[src/rtl/spwtcr_tx_sync_pkg.sv]
// ----------------------------------------------------------------------------
// spwtcr_tx_sync_pkg
// Shared definitions for the SpaceWire transmit-direction clock-domain
// crossing: data-path FSM states, default parameter values and the width of
// a transmitted character ({EOP/EEP flag, byte}).
// ----------------------------------------------------------------------------
package spwtcr_tx_sync_pkg;

   localparam int DEF_SYNC_STAGES = 2;
   localparam int DEF_FCT_CNT_W   = 3;
   localparam int CHAR_W          = 9;

   typedef enum logic [0:0] {
      IDLE = 1'b0,
      PEND = 1'b1
   } dataState_t;

endpackage

[src/rtl/spwtcr_tgl_sync.sv]
// ----------------------------------------------------------------------------
// spwtcr_tgl_sync
// N-stage synchroniser with a history flop for toggle-edge detection.
// A change on tglIn appears on edgeOut for one cycle, STAGES+1 CLOCK edges
// later as seen by a downstream register. Level users ignore edgeOut.
// Ports:
//   CLOCK   in   destination clock
//   RESETn  in   asynchronous active-low reset
//   tglIn   in   asynchronous toggle or level input
//   syncOut out  synchronised level (last stage, registered)
//   edgeOut out  last stage differs from history flop
// ----------------------------------------------------------------------------
module spwtcr_tgl_sync
   import spwtcr_tx_sync_pkg::*;
#(
   parameter int STAGES = DEF_SYNC_STAGES
) (
   input  logic CLOCK,
   input  logic RESETn,
   input  logic tglIn,
   output logic syncOut,
   output logic edgeOut
);

   logic [STAGES-1:0] sync_r;
   logic              hist_r;

   // Synchroniser chain and edge-history flop.
   always_ff @(posedge CLOCK or negedge RESETn) begin
      if (!RESETn) begin
         sync_r <= {STAGES{1'b0}};
         hist_r <= 1'b0;
      end else begin
         sync_r <= {sync_r[STAGES-2:0], tglIn};
         hist_r <= sync_r[STAGES-1];
      end
   end

   assign syncOut = sync_r[STAGES-1];
   assign edgeOut = sync_r[STAGES-1] ^ hist_r;

endmodule

[src/rtl/spwtcr_tx_sync.sv]
// ----------------------------------------------------------------------------
// spwtcr_tx_sync
// Carries transmit requests from the sys clock domain into CLOCK.
// Toggle/ack handshakes for characters and time-codes, a saturating pending
// FCT counter and synchronised link-control levels.
// Ports:
//   CLOCK, RESETn             transmit clock, async active-low reset
//   TX_DATA_sys, TX_REQ_TGL_sys   held character and its request toggle
//   TIME_IN_sys, TICK_IN_TGL_sys  held time-code and its request toggle
//   FCT_REQ_TGL_sys           FCT request toggle
//   LINK_START/DISABLE/AUTOSTART_sys  link-control levels
//   TX_ACCEPT, FCT_SENT       encoder consumption strobes
//   TX_DATA, TX_VALID, TX_ACK_TGL  captured character, pending flag, ack
//   TICK_IN, TIME_IN, TICK_ACK_TGL time-code pulse, value, ack
//   FCT_PENDING, FCT_OVF      pending-FCT flag, sticky overflow
//   TX_OVERRUN                sticky: character request while one pending
//   LINK_START/DISABLE/AUTOSTART  synchronised levels
// ----------------------------------------------------------------------------
module spwtcr_tx_sync
   import spwtcr_tx_sync_pkg::*;
#(
   parameter int SYNC_STAGES = DEF_SYNC_STAGES,
   parameter int FCT_CNT_W   = DEF_FCT_CNT_W
) (
   input  logic              CLOCK,
   input  logic              RESETn,
   input  logic [CHAR_W-1:0] TX_DATA_sys,
   input  logic              TX_REQ_TGL_sys,
   input  logic [7:0]        TIME_IN_sys,
   input  logic              TICK_IN_TGL_sys,
   input  logic              FCT_REQ_TGL_sys,
   input  logic              LINK_START_sys,
   input  logic              LINK_DISABLE_sys,
   input  logic              AUTOSTART_sys,
   input  logic              TX_ACCEPT,
   input  logic              FCT_SENT,
   output logic [CHAR_W-1:0] TX_DATA,
   output logic              TX_VALID,
   output logic              TX_ACK_TGL,
   output logic              TICK_IN,
   output logic [7:0]        TIME_IN,
   output logic              TICK_ACK_TGL,
   output logic              FCT_PENDING,
   output logic              FCT_OVF,
   output logic              TX_OVERRUN,
   output logic              LINK_START,
   output logic              LINK_DISABLE,
   output logic              AUTOSTART
);

   localparam logic [FCT_CNT_W-1:0] FCT_MAX  = {FCT_CNT_W{1'b1}};
   localparam logic [FCT_CNT_W-1:0] FCT_ZERO = {FCT_CNT_W{1'b0}};
   localparam logic [FCT_CNT_W-1:0] FCT_ONE  = FCT_CNT_W'(1'b1);

   logic       dataEdge_s, tickEdge_s, fctEdge_s;
   logic [2:0] reqSyncUnused_s;
   logic [2:0] lvlEdgeUnused_s;

   spwtcr_tgl_sync #(.STAGES(SYNC_STAGES)) uDataSync (
      .CLOCK(CLOCK), .RESETn(RESETn), .tglIn(TX_REQ_TGL_sys),
      .syncOut(reqSyncUnused_s[0]), .edgeOut(dataEdge_s));
   spwtcr_tgl_sync #(.STAGES(SYNC_STAGES)) uTickSync (
      .CLOCK(CLOCK), .RESETn(RESETn), .tglIn(TICK_IN_TGL_sys),
      .syncOut(reqSyncUnused_s[1]), .edgeOut(tickEdge_s));
   spwtcr_tgl_sync #(.STAGES(SYNC_STAGES)) uFctSync (
      .CLOCK(CLOCK), .RESETn(RESETn), .tglIn(FCT_REQ_TGL_sys),
      .syncOut(reqSyncUnused_s[2]), .edgeOut(fctEdge_s));
   spwtcr_tgl_sync #(.STAGES(SYNC_STAGES)) uStartSync (
      .CLOCK(CLOCK), .RESETn(RESETn), .tglIn(LINK_START_sys),
      .syncOut(LINK_START), .edgeOut(lvlEdgeUnused_s[0]));
   spwtcr_tgl_sync #(.STAGES(SYNC_STAGES)) uDisableSync (
      .CLOCK(CLOCK), .RESETn(RESETn), .tglIn(LINK_DISABLE_sys),
      .syncOut(LINK_DISABLE), .edgeOut(lvlEdgeUnused_s[1]));
   spwtcr_tgl_sync #(.STAGES(SYNC_STAGES)) uAutoSync (
      .CLOCK(CLOCK), .RESETn(RESETn), .tglIn(AUTOSTART_sys),
      .syncOut(AUTOSTART), .edgeOut(lvlEdgeUnused_s[2]));

   dataState_t          state_r, stateNext_s;
   logic                captureEn_s, retire_s, overrunSet_s;
   logic [CHAR_W-1:0]   txData_r;
   logic                txValid_r, txAckTgl_r, txOverrun_r;
   logic                tickPulse_r, tickAckTgl_r;
   logic [7:0]          timeIn_r;
   logic [FCT_CNT_W-1:0] fctCnt_r, fctCntNext_s;
   logic                fctOvfSet_s, fctOvf_r, fctPending_r;

   // Data FSM next-state: capture in IDLE, retire on accept or link-disable flush.
   always_comb begin
      stateNext_s  = state_r;
      captureEn_s  = 1'b0;
      retire_s     = 1'b0;
      overrunSet_s = 1'b0;
      case (state_r)
         IDLE: begin
            if (dataEdge_s) begin
               stateNext_s = PEND;
               captureEn_s = 1'b1;
            end else begin
               stateNext_s = IDLE;
            end
         end
         PEND: begin
            // The held character is kept; the new request is only flagged.
            if (dataEdge_s) begin
               overrunSet_s = 1'b1;
            end else begin
               overrunSet_s = 1'b0;
            end
            // Flush also toggles the ack so the sys side is never left waiting.
            if (TX_ACCEPT || LINK_DISABLE) begin
               stateNext_s = IDLE;
               retire_s    = 1'b1;
            end else begin
               stateNext_s = PEND;
            end
         end
         default: begin
            stateNext_s = IDLE;
         end
      endcase
   end

   // Data FSM state and character-path registers.
   always_ff @(posedge CLOCK or negedge RESETn) begin
      if (!RESETn) begin
         state_r     <= IDLE;
         txData_r    <= {CHAR_W{1'b0}};
         txValid_r   <= 1'b0;
         txAckTgl_r  <= 1'b0;
         txOverrun_r <= 1'b0;
      end else begin
         state_r   <= stateNext_s;
         txValid_r <= (stateNext_s == PEND);
         if (captureEn_s) begin
            txData_r <= TX_DATA_sys;
         end
         if (retire_s) begin
            txAckTgl_r <= ~txAckTgl_r;
         end
         if (overrunSet_s) begin
            txOverrun_r <= 1'b1;
         end
      end
   end

   // Time-code pulse, captured value and ack toggle.
   always_ff @(posedge CLOCK or negedge RESETn) begin
      if (!RESETn) begin
         tickPulse_r  <= 1'b0;
         timeIn_r     <= 8'h00;
         tickAckTgl_r <= 1'b0;
      end else begin
         tickPulse_r <= tickEdge_s;
         if (tickEdge_s) begin
            timeIn_r     <= TIME_IN_sys;
            tickAckTgl_r <= ~tickAckTgl_r;
         end
      end
   end

   // Pending-FCT counter: saturating increment, floor-at-zero decrement,
   // simultaneous request and send cancel out.
   always_comb begin
      fctCntNext_s = fctCnt_r;
      fctOvfSet_s  = 1'b0;
      if (fctEdge_s && !FCT_SENT) begin
         if (fctCnt_r == FCT_MAX) begin
            fctOvfSet_s = 1'b1;
         end else begin
            fctCntNext_s = fctCnt_r + FCT_ONE;
         end
      end else if (!fctEdge_s && FCT_SENT) begin
         if (fctCnt_r != FCT_ZERO) begin
            fctCntNext_s = fctCnt_r - FCT_ONE;
         end else begin
            fctCntNext_s = fctCnt_r;
         end
      end else begin
         fctCntNext_s = fctCnt_r;
      end
   end

   // FCT counter, pending flag and sticky overflow registers.
   always_ff @(posedge CLOCK or negedge RESETn) begin
      if (!RESETn) begin
         fctCnt_r      <= FCT_ZERO;
         fctPending_r  <= 1'b0;
         fctOvf_r      <= 1'b0;
      end else begin
         fctCnt_r     <= fctCntNext_s;
         fctPending_r <= (fctCntNext_s != FCT_ZERO);
         if (fctOvfSet_s) begin
            fctOvf_r <= 1'b1;
         end
      end
   end

   assign TX_DATA      = txData_r;
   assign TX_VALID     = txValid_r;
   assign TX_ACK_TGL   = txAckTgl_r;
   assign TX_OVERRUN   = txOverrun_r;
   assign TICK_IN      = tickPulse_r;
   assign TIME_IN      = timeIn_r;
   assign TICK_ACK_TGL = tickAckTgl_r;
   assign FCT_PENDING  = fctPending_r;
   assign FCT_OVF      = fctOvf_r;

endmodule
[config.mk]
export PLATFORM = sky130hd
export DESIGN_NAME = spwtcr_tx_sync
export DESIGN_NICKNAME = d
export VERILOG_FILES = /design/src/rtl/spwtcr_tx_sync_pkg.sv /design/src/rtl/spwtcr_tgl_sync.sv /design/src/rtl/spwtcr_tx_sync.sv
export SDC_FILE = /design/constraint.sdc
export NUM_CORES = 1
export LEC_CHECK = 0
export ABC_AREA = 1
export ABC_CLOCK_PERIOD_IN_PS = 1700
export BUFFER_PORTS_ARGS = -buffer_cell sky130_fd_sc_hd__buf_2
export CAP_MARGIN = 25
export CORE_ASPECT_RATIO = 0.6
export CORE_MARGIN = 3
export CORE_UTILIZATION = 45
export DETAILED_ROUTE_END_ITERATION = 8
export PLACE_DENSITY = 0.73
export SETUP_SLACK_MARGIN = 0.1
export SLEW_MARGIN = 40
export SYNTH_ARGS = -nofsm -noshare
export SYNTH_HDL_FRONTEND = slang
export SYNTH_SLANG_ARGS = --single-unit
[constraint.sdc]
create_clock -name CLOCK -period 1.7 [get_ports CLOCK]
set_clock_uncertainty 0.05 [all_clocks]
set_input_delay 0.51 -clock CLOCK [delete_from_list [all_inputs] [get_ports CLOCK]]
set_output_delay 0.51 -clock CLOCK [all_outputs]
set_load 0.03 [all_outputs]
* Yosys cells after proc, flatten, opt, wreduce, memory -nomap -nowiden
Index checks and enable logic that the tools add are counted.
** Operators by class
- Equal/unequal tests :: 1
- $add $sub $neg :: 2
- Reduce and logical (&&, ||, !) cells :: 7
- Bitwise gates (word level) :: 6
- Multiplexer cells :: 13
** Operators by type and width (count)
- $mux W3 :: 4
- $mux W1 :: 8
- $reduce_bool A3 Y1 :: 2
- $add A3 B1 Y3 const B :: 1
- $eq A3 B3 Y1 const B :: 1
- $not A1 Y1 :: 3
- $sub A3 B1 Y3 const B :: 1
- $xor A1 B1 Y1 :: 3
- $logic_and A1 B1 Y1 :: 2
- $logic_not A1 Y1 :: 2
- $pmux W1 S2 :: 1
- $logic_or A1 B1 Y1 :: 1
** Storage, ports and cells
- Flip-flop bits (word level) :: 42
- Logic and storage cells :: 48
- Output and inout bits :: 27

* Longest topological paths before layout
- Depth after elaboration :: 6
- Mapped depth :: 9

* By module
From an unflattened synthesis, not the netlist that was laid out.
** Second synthesis, totals
- Cells, all modules :: 140
- Area total of the unflattened synthesis :: 1704.1 um^2
** Modules (own cells, without submodules)
- spwtcr_tx_sync :: area an instance 1141.1 um^2, cells an instance 92, instances 1
- spwtcr_tgl_sync :: area an instance 93.8 um^2, cells an instance 8, instances 6

* Worst setup path after synthesis
No wires, ideal clock.
- Path type :: register to register
- From :: reg fctCnt_r[0]
- To :: reg fctPending_r, in the netlist FCT_PENDING
- Setup slack :: 0.407 ns
- Data required time :: 1.522 ns
- Path buffers :: 0
- Stages on the path, launching flop included :: 10
- Clock period less this slack :: 1.293 ns
- Arrival time :: 1.115 ns
- Cell sequence :: dfrtp_1 -> inv_1 -> ha_1 -> inv_1 -> nand2_1 -> o21ai_0 -> nor2_1 -> nor2_1 -> nor2_1 -> nand3_1
** On the way
- Cells in the longest elaborated chain, start to end :: 5
** RTL lines
- from (decl) :: line spwtcr_tx_sync.sv:84 : logic [FCT_CNT_W-1:0] fctCnt_r, fctCntNext_s;
- from (signal assigned) :: line spwtcr_tx_sync.sv:190 : fctCnt_r <= fctCntNext_s;
- $sub A3 B1 Y3 or $reduce_bool A3 Y1 (tied branches) :: line spwtcr_tx_sync.sv:174, spwtcr_tx_sync.sv:173
- $mux W3 :: line spwtcr_tx_sync.sv:173 : if (fctCnt_r != FCT_ZERO) begin
- $mux W3 :: line spwtcr_tx_sync.sv:172 : end else if (!fctEdge_s && FCT_SENT) begin
- $mux W3 (*) :: line spwtcr_tx_sync.sv:166 : if (fctEdge_s && !FCT_SENT) begin
- $reduce_bool A3 Y1 (*) :: line spwtcr_tx_sync.sv:191 : fctPending_r <= (fctCntNext_s != FCT_ZERO);
- to (signal assigned) :: line spwtcr_tx_sync.sv:191
- to (decl) :: line spwtcr_tx_sync.sv:85 : logic fctOvfSet_s, fctOvf_r, fctPending_r;
Mark *: on every way between the ends. The rest lies on a longest branch, timed or not.
A chain may end at the register's enable or synchronous reset.

* Worst setup path after layout
- From :: reg fctCnt_r[1]
- To :: reg fctPending_r, in the netlist FCT_PENDING
Same word-level chain as after synthesis.

==> results by group <==
Outcome
  • Status: complete, no violations

Clocking
  • Clock Pin Slew Worst Setup and Hold Paths: 0.08 ns
  • TritonCTS clock tree: done
  • Post-CTS setup buffers: 0
  • Longest Clk Path Bufs: 2
  • CTS Sinks: 42
  • Hold-fix buffers, CTS: 0
  • Root Driver: clkbuf_8
  • Worst skew pair latency: 0.29 ns
  • H-tree levels: 2
  • Clock buffer count from CTS: 5

STA
  • Min Tclk post-route: 1.48 ns
  • # setup viols final: 0
  • Min Hold Slack: 0.0966 ns
  • Tightest Pin Transition: 0.439 ns
  • Setup_tns: 0 ns
  • Max-slew violations: 0
  • Setup WS post-layout: 0.219 ns
  • RSZ-0062 raised after global routing: false
  • Worst slew margin: 0.707
  • Final period utilization: 0.871
  • Final Hold Fails: 0
  • Fmax achieved: 675 MHz

Synth
  • Main flop type after synthesis: dfrtp_1
  • Net count after synthesis: 175
  • Top post-synthesis cells by area: dfrtp_1 (66%), nand2_1 (11%), mux2_2 (5.7%)
  • Top cell type's share of synthesized area: 0.661
  • EDFF count, synth: 0
  • Syn Area/Cell: 11.0 sq um
  • Post-synth cell types: 17
  • Post-synth top area cell: dfrtp_1
  • Post-Syn Area: 1590 sq um
  • Yosys reg bits: 42
  • Most frequent cell after synthesis: nand2_1
  • Asr flop ratio synth: 1.00
  • Synth warn: 0
  • Gate Count Post-Synth: 145
  • Sequential area share after synthesis: 0.661
  • Commonest cells in the netlist: nand2_1 (48), dfrtp_1 (42), inv_1 (15), mux2_2 (8)

Global route
  • Largest net degree at the start of global routing: 25
  • Vias in the first global route: 1216
  • Initial antenna violation count: 0
  • First-pass GRT wire length: 5280 um
  • Grt ovf: 0
  • GR Util All Layers: 0.169

Layout
  • Multi-input logic area: 489 sq um
  • Cell Count, Final, Fillers Out: 252
  • Fill cell count: 290
  • ANT cells: 0
  • Final Net Count: 236
  • Layout cells sized above 1: 0.377
  • Fin area: 2060 sq um
  • Area growth syn-to-layout: 29.7%
  • Reg area: 1050 sq um
  • Finished Core Util: 0.620

Floorplan
  • Die ar.: 4310 sq um
  • Die Y: 52.0 um
  • Rows: 16
  • Core ar.: 3320 sq um
  • Initial core utilization: 0.479
  • I/O pin total: 54
  • Die width: 82.7 um

Place
  • Routability cong.: 0.796
  • PortBufs: 53
  • DP Wirelength: 2420 um
  • Inst Count DP: 244
  • Worst slack at placement: 0.184 ns
  • Placed Area: 1930 sq um

Routing
  • DR vias: 1180
  • Via/cell ratio: 4.68
  • Post-route DRC: 0
  • Iteration-0 DRC count of the detailed router: 26
  • Detail Route Antenna Nets: 0
  • WL/cell: 12.4 um
  • Routed WL: 3140 um
  • First drt pass iteration count: 4

Critical path
  • Worst Setup Start Kind: register
  • Critical path capture point type: register
  • CP Class: register to register
  • CP required: 1.82 ns
  • CP bufs+invs: 1
  • Critical path arrival: 1.61 ns
  • Critical-path cell list: inv_1 -> ha_4 -> nand2_1 -> nand2_1 -> o21ai_0 -> nor2_1 -> nor2_1 -> nor2_2 -> nand3_1
  • Top cell family by delay on the critical path: simple AND/OR/NAND/NOR gates
  • Max incr delay on CP: 0.38 ns
  • Crit Path Max Fanout: 5
  • Slowest-stage cell, CP: dfrtp_1

Power and ir drop
  • Max VDD drop: 0.663 mV
  • Leakage: 1.10 nW
  • Total power: 3.08 mW
  • PwrDens: 1490 nW/um^2

Flow run
  • Max-Cap Viols: 0

Hold path
  • Min-Delay Path Class: input port to asynchronous set/reset pin
==> cells by family after synthesis <==
| group | Yosys count | share of synthesized area |
|---|---|---|
| AO/OA/AOI/OAI | 5 | 0.0181 |
| XOR/XNOR | 3 | 0.0283 |
| adder cells (fa/ha/maj) | 3 | 0.0236 |
| buffers and inverters | 17 | 0.0409 |
| flip-flops | 42 | 0.661 |
| multiplexers | 8 | 0.0567 |
| AND/OR/NAND/NOR | 67 | 0.172 |
==> placed cells by master (no fill, tap or decap) <==
| master | count |
|---|---|
| ha_4 | 1 |
| or2_2 | 3 |
| inv_1 | 15 |
| o21ai_0 | 3 |
| buf_4 | 1 |
| nor2_1 | 6 |
| xnor2_1 | 1 |
| a31o_2 | 1 |
| xor2_1 | 1 |
| nand2_1 | 48 |
| dfrtp_1 | 42 |
| clkinv_2 | 1 |
| buf_2 | 53 |
| clkinv_1 | 1 |
| inv_6 | 1 |
| mux2_2 | 8 |
| a21oi_1 | 1 |
| nand3_1 | 7 |
| nor2_2 | 1 |
| xor2_4 | 1 |
| bufinv_16 | 1 |
| nand4_1 | 2 |
| clkbuf_8 | 5 |
| buf_12 | 1 |
| ha_1 | 2 |
==> power by group <==
part / switching (mW) / leakage (nW) / internal, mW
clock network: 0.336 / 0.0585 / 0.440
registers: 0.102 / 0.488 / 1.18
logic: 0.680 / 0.556 / 0.341
total: 1.12 / 1.10 / 1.96
==> layer usage <==
| metal | vias to the layer above | share of wire | global-route usage |
|---|---|---|---|
| li1 | 569 | - | - |
| met3 | 7 | 0.067 | 0.0588 |
| met2 | 42 | 0.50 | 0.271 |
| met4 | 0 | 0.015 | 0.0707 |
| met5 | - | 0 | 0 |
| met1 | 562 | 0.42 | 0.208 |
==> sequential cells by signal, indices dropped and copies added (netlist names), 2 cells and up <==
name / flops
TX_DATA: 9
TIME_IN: 8
fctCnt_r: 3
uAutoSync.sync_r: 2
uDataSync.sync_r: 2
uDisableSync.sync_r: 2
uFctSync.sync_r: 2
uStartSync.sync_r: 2
uTickSync.sync_r: 2
==> repair_timing <==
item,in CTS,in global routing
endpoints found under the setup margin,0,1
hold endpoints to repair,0,0
resized for setup,0,2
==> final timing paths <==
check / startpoint / to / slack, ns / cells past startpoint
min reg2reg: uFctSync.sync_r[0] / uFctSync.sync_r[1] / 0.30 / 0
max reg2reg: fctCnt_r[1] / FCT_PENDING / 0.22 / 9
min in group CLOCK: LINK_DISABLE_sys / uDisableSync.sync_r[0] / 0.27 / 1
max: fctCnt_r[1] / FCT_PENDING / 0.22 / 9
min: RESETn / TIME_IN[6] / 0.1 / 1
max in group asynchronous: RESETn / TX_DATA[2] / 1.03 / 2
==> final cells by class <==
class,instances,share of cell area
flip-flops and latches,42,0.510
clock inverters,3,0.0212
well taps,45,0.0273
clock buffers,5,0.0334
multi-input cells,86,0.237
inverters,16,0.0291
repair buffers,55,0.142
Power figures use the tool's default switching activity.
